[config.mk]
export PLATFORM = sky130hd
export DESIGN_NAME = tetris_row_clear
export DESIGN_NICKNAME = d
export VERILOG_FILES = /design/src/rtl/tetris_row_clear.sv
export SDC_FILE = /design/constraint.sdc
export NUM_CORES = 1
export LEC_CHECK = 0
export BUFFER_PORTS_ARGS = -buffer_cell sky130_fd_sc_hd__buf_2
export CAP_MARGIN = 10
export CORE_ASPECT_RATIO = 0.9
export CORE_MARGIN = 2
export CORE_UTILIZATION = 50
export DETAILED_ROUTE_END_ITERATION = 8
export GPL_ROUTABILITY_DRIVEN = 0
export PLACE_DENSITY = 0.71
export SLEW_MARGIN = 20
export SYNTH_ARGS = -nofsm -noshare
export SYNTH_HDL_FRONTEND = slang
export SYNTH_SLANG_ARGS = --single-unit
export TNS_END_PERCENT = 5
[constraint.sdc]
create_clock -name clk -period 7.3 [get_ports clk]
set_input_delay 0.73 -clock clk [delete_from_list [all_inputs] [get_ports clk]]
set_output_delay 0.73 -clock clk [all_outputs]
set_load 0.01 [all_outputs]
[src/rtl/tetris_row_clear.sv]
// Row-clear engine: scans the board bottom-up, removes full rows by shifting
// everything above them down one row, clears row 0, and counts removed rows.
//
// state       | meaning
// ------------+--------------------------------------------------------------
// S_IDLE      | waiting for start
// S_SCAN_RD   | present cell (r,c) to the board RAM
// S_SCAN_CHK  | inspect cell (r,c); decide empty / next column / row full
// S_SHIFT_RD  | present cell (d-1,c) to the board RAM
// S_SHIFT_WR  | write cell (d-1,c) into (d,c)
// S_CLEAR_TOP | write zero into (0,c)
// S_DONE      | one-cycle completion pulse
module tetris_row_clear #(
  parameter int COLS   = 10,
  parameter int ROWS   = 20,
  parameter int CELL_W = 3,
  parameter int ADDR_W = 8
) (
  input  logic              clk,
  input  logic              reset,
  input  logic              start,
  output logic              busy,
  output logic              done,
  output logic [4:0]        lines_cleared,
  output logic [ADDR_W-1:0] rd_addr,
  input  logic [CELL_W-1:0] rd_data,
  output logic              wr_en,
  output logic [ADDR_W-1:0] wr_addr,
  output logic [CELL_W-1:0] wr_data
);

  localparam int RW = 5;
  localparam int CW = (COLS > 1) ? $clog2(COLS) : 1;
  localparam logic [CW-1:0]     C_LAST = CW'(COLS - 1);
  localparam logic [RW-1:0]     R_LAST = RW'(ROWS - 1);
  localparam logic [ADDR_W-1:0] COLS_A = ADDR_W'(COLS);

  typedef enum logic [2:0] {
    S_IDLE,
    S_SCAN_RD,
    S_SCAN_CHK,
    S_SHIFT_RD,
    S_SHIFT_WR,
    S_CLEAR_TOP,
    S_DONE
  } state_t;

  state_t          state, state_n;
  logic [RW-1:0]   r, r_n;
  logic [RW-1:0]   d, d_n;
  logic [CW-1:0]   c, c_n;
  logic [4:0]      lc_n;

  function automatic logic [ADDR_W-1:0] cell_addr(input logic [RW-1:0] row,
                                                  input logic [CW-1:0] col);
    return ADDR_W'(row) * COLS_A + ADDR_W'(col);
  endfunction

  // State and counter registers with synchronous reset.
  always_ff @(posedge clk) begin
    if (reset) begin
      state         <= S_IDLE;
      r             <= '0;
      c             <= '0;
      d             <= '0;
      lines_cleared <= '0;
    end else begin
      state         <= state_n;
      r             <= r_n;
      c             <= c_n;
      d             <= d_n;
      lines_cleared <= lc_n;
    end
  end

  // Next-state and counter update logic.
  always_comb begin
    state_n = state;
    r_n     = r;
    c_n     = c;
    d_n     = d;
    lc_n    = lines_cleared;
    case (state)
      S_IDLE: begin
        if (start) begin
          r_n     = R_LAST;
          c_n     = '0;
          lc_n    = '0;
          state_n = S_SCAN_RD;
        end
      end
      S_SCAN_RD: state_n = S_SCAN_CHK;
      S_SCAN_CHK: begin
        if (rd_data == '0) begin
          c_n = '0;
          if (r == '0) begin
            state_n = S_DONE;
          end else begin
            r_n     = r - 1'b1;
            state_n = S_SCAN_RD;
          end
        end else if (c != C_LAST) begin
          c_n     = c + 1'b1;
          state_n = S_SCAN_RD;
        end else begin
          lc_n    = lines_cleared + 5'd1;
          d_n     = r;
          c_n     = '0;
          state_n = (r == '0) ? S_CLEAR_TOP : S_SHIFT_RD;
        end
      end
      S_SHIFT_RD: state_n = S_SHIFT_WR;
      S_SHIFT_WR: begin
        if (c != C_LAST) begin
          c_n     = c + 1'b1;
          state_n = S_SHIFT_RD;
        end else begin
          c_n = '0;
          if (d == RW'(1)) begin
            state_n = S_CLEAR_TOP;
          end else begin
            d_n     = d - 1'b1;
            state_n = S_SHIFT_RD;
          end
        end
      end
      S_CLEAR_TOP: begin
        if (c != C_LAST) begin
          c_n = c + 1'b1;
        end else begin
          c_n     = '0;
          state_n = S_SCAN_RD;
        end
      end
      S_DONE:  state_n = S_IDLE;
      default: state_n = S_IDLE;
    endcase
  end

  // Moore memory and status outputs decoded from state and counters.
  // During write states rd_addr is parked on a cell other than the write
  // target (source cell while shifting, row 1 while clearing row 0).
  always_comb begin
    busy    = 1'b0;
    done    = 1'b0;
    rd_addr = '0;
    wr_en   = 1'b0;
    wr_addr = '0;
    wr_data = '0;
    case (state)
      S_SCAN_RD, S_SCAN_CHK: begin
        busy    = 1'b1;
        rd_addr = cell_addr(r, c);
      end
      S_SHIFT_RD: begin
        busy    = 1'b1;
        rd_addr = cell_addr(d - 1'b1, c);
      end
      S_SHIFT_WR: begin
        busy    = 1'b1;
        rd_addr = cell_addr(d - 1'b1, c);
        wr_en   = 1'b1;
        wr_addr = cell_addr(d, c);
        wr_data = rd_data;
      end
      S_CLEAR_TOP: begin
        busy    = 1'b1;
        rd_addr = COLS_A;
        wr_en   = 1'b1;
        wr_addr = ADDR_W'(c);
        wr_data = '0;
      end
      S_DONE:  done = 1'b1;
      default: ;
    endcase
  end

endmodule
==> reports/results.txt <==
Critical Path AT - 3.62 ns
Drt drc - 0
R2R Setup Slk - 4.99 ns
Placed insts - 382
Finished Layout Cells - 386
Fraction of registers with async set/reset - 0%
# clock sinks - 22
Grt total ovfl - 0
# IOs - 33
Hold-fix buffers, CTS - 0
Initial DRT Pass Iterations - 4
Fraction of final layout cells sized beyond drive strength 1 - 15.7%
Die ar. - 5380 um2
Syn Nets - 338
CTS tree - done
Core ar. - 4550 um2
RSZ-0062 raised after global routing - no
Register clock-pin slew on the reported worst setup and hold paths - 0.09 ns
Endpoint, Worst Hold - lines_cleared[4]
Number of global-route vias before repair - 1891
Worst clock skew - 0.00501 ns
Global-route wire length before repair - 9160 um
Initial Util - 52.9%
Nets@finish - 364
H-tree depth - 1
Critical path required time - 6.57 ns
Overall routing resource usage - 20.4%
WL per Instance - 13.9 um
Crit path max fanout - 9
Die outline height - 69.8 um
Cells after Synth - 299
Post-cts resize count - 0
Max-cap violations - 0
Crit path time final - 4.35 ns
Top delay family on crit path - adder cells
Hold Crit Depth - 2
# port buffers - 32
Initial antenna violation count - 0
Area contributors post-synth - dfxtp_1 (18%), ha_1 (15%), nor2_1 (5.5%)
Maximum vdd ir drop - 0.0866 mV
Max incr delay on CP - 0.55 ns
Root buf cell - clkbuf_8
Ant diodes - 0
Post-synthesis sequential area ratio - 18.3%
Initial detailed-routing violation count - 159
Buffers & Inverters on Critical Path - 3
Critical Path End Type - output port
Cell Area, Synth - 2410 um2
Pwr dens - 130 nW/um2
DR vias/cell - 5.59
Cells on worst reg2reg path - 5
Num rows - 23
Die width - 77.1 um
Outcome - complete, no violations
Worst Hold Class - reg2reg
Slew Limit Fails - 0
Clk buf depth - 2
Max frequency - 230 MHz
Worst setup SP type - flip-flop
Clock Latency Late Sink - 0.26 ns
Cell count along the critical path - 13
Total wire length - 5370 um
R2R Path Start - state[2]
Top-count cell post-synth - nor2_1
Period utilization - 59.7%
EDFF count, synth - 0
Lkg Pwr - 1.22 nW
RR Endpoint - d[4]
HP Start - lines_cleared[4]
Largest net degree at the start of global routing - 21
Clock buffer count from CTS - 3
Antenna viol nets, final - 0
Post-DP HPWL - 4150 um
Slew of the pin with the lowest slew margin - 0.960 ns
Endpoints failing setup - 0
Post-synth top area cell - dfxtp_1
# Post-CTS Setup Buffers - 0
Commonest cells post-synth - nor2_1 (35), ha_1 (28), inv_1 (25), nand2_1 (24), dfxtp_1 (22)
CP Class - reg2out
Slew HR - 35.1%
Synthesis-to-layout area growth - 10.3%
Syn avg cell area - 8.05 um2
Main flop type after synthesis - dfxtp_1
YS warnings - 0
FF+latch count, synth - 22
Slowest library cell on the worst path - dfxtp_1
Final TNS setup - 0 ns
Worst-path cell chain - inv_1, ha_1, nor3b_1, xor2_1, ha_1, inv_1, fa_1, nor3b_1, o21ai_0, o221ai_2, nor4bb_1, mux2_2, buf_2
Via count - 2159
Cell variety after synth - 62
Hold Vio Cnt, Final - 0
Synth top area share - 18.3%
-- area by class of cell --
type                            count  area (um2)
Clock buffer                        3        41.3
Clock inverter                      1        30.0
Fill cell                         436        1890
Inverter                           25        93.8
Multi-Input combinational cell    240        1800
Sequential cell                    22         440
Tap cell                           62        77.6
Timing Repair Buffer               33         168
-- tightest hold or removal path, cell delays in order, from the launching register on --
cell and delay (ns):
dfxtp_1 0.34, xor2_1 0.07, nor2_1 0.07
-- worst max-delay path by stage --
stage | from | end
finish | d[0] | rd_addr[7]
global route | d[0] | rd_addr[7]
CTS | d[0] | rd_addr[7]
detailed placement | d[0] | rd_addr[7]
global placement | d[0] | rd_addr[7]
floorplan | d[0] | rd_addr[7]
-- power breakdown --
part | total, mW | leakage [nW] | internal, mW | switching (mW)
clock network | 0.115 | 0.0357 | 0.0732 | 0.0416
logic | 0.0928 | 1.01 | 0.0390 | 0.0538
registers | 0.139 | 0.179 | 0.125 | 0.0133
total | 0.346 | 1.22 | 0.238 | 0.109
-- per-layer routing --
| metal | share of wire (%) | wire (um) | GRT usage (%) | vias up |
|---|---|---|---|---|
| met3 | 6.8 | 366 | 3.52 | 8 |
| met4 | 1.5 | 80 | 3.97 | 0 |
| met5 | 0 | 0 | 0 | - |
| met2 | 42 | 2280 | 30.0 | 72 |
| met1 | 49 | 2640 | 31.3 | 978 |
| li1 | - | - | - | 1101 |
-- logic make-up after synthesis --
kind of cell | after synthesis | synth area share, %
AO/OA/AOI/OAI | 65 | 18.6
adder cells (fa/ha/maj) | 33 | 18.7
AND/OR/NAND/NOR | 110 | 25.0
XOR/XNOR | 25 | 9.67
buffers and inverters | 37 | 6.71
multiplexers | 7 | 3.07
flip-flops | 22 | 18.3
-- through the flow --
stage	power [mW]	hold WS [ns]	worst slack [ns]	instance area, um2	util (%)
finish	0.346	0.512	2.95	2660	58.4
global route	0.367	0.531	2.62	2660	58.4
CTS	0.349	0.518	2.93	2660	58.4
detailed placement	0.233	0.492	3.24	2580	56.8
global placement	0.232	0.488	3.35	2580	56.8
floorplan	0.210	0.507	3.65	2410	-
-- layout by cell type (no fill, tap or decap), types with 2 or more instances in the layout --
| master | n |
|---|---|
| mux2_2 | 2 |
| fa_1 | 5 |
| buf_2 | 32 |
| xor2_1 | 14 |
| nand3_1 | 4 |
| a21oi_1 | 17 |
| ha_1 | 28 |
| or4b_1 | 2 |
| nor3b_1 | 6 |
| or3_1 | 2 |
| nor2_1 | 35 |
| a211oi_1 | 2 |
| nor3_1 | 5 |
| o21ai_0 | 13 |
| nor4b_1 | 2 |
| nand2_1 | 24 |
| and3b_1 | 2 |
| clkbuf_8 | 3 |
| o2111ai_1 | 2 |
| a21boi_0 | 2 |
| a21o_1 | 7 |
| nand2b_1 | 3 |
| nor3_2 | 2 |
| a31oi_1 | 3 |
| o21ai_1 | 3 |
| a22oi_1 | 2 |
| nand4_1 | 6 |
| and2_1 | 5 |
| xnor2_1 | 10 |
| inv_1 | 25 |
| dfxtp_1 | 22 |
| mux2i_1 | 4 |
-- registers in the layout, summed over array words and instances (netlist names) --
signal,count
c,4
lines_cleared,5
d,5
state,3
r,5
Power figures use the tool's default switching activity.
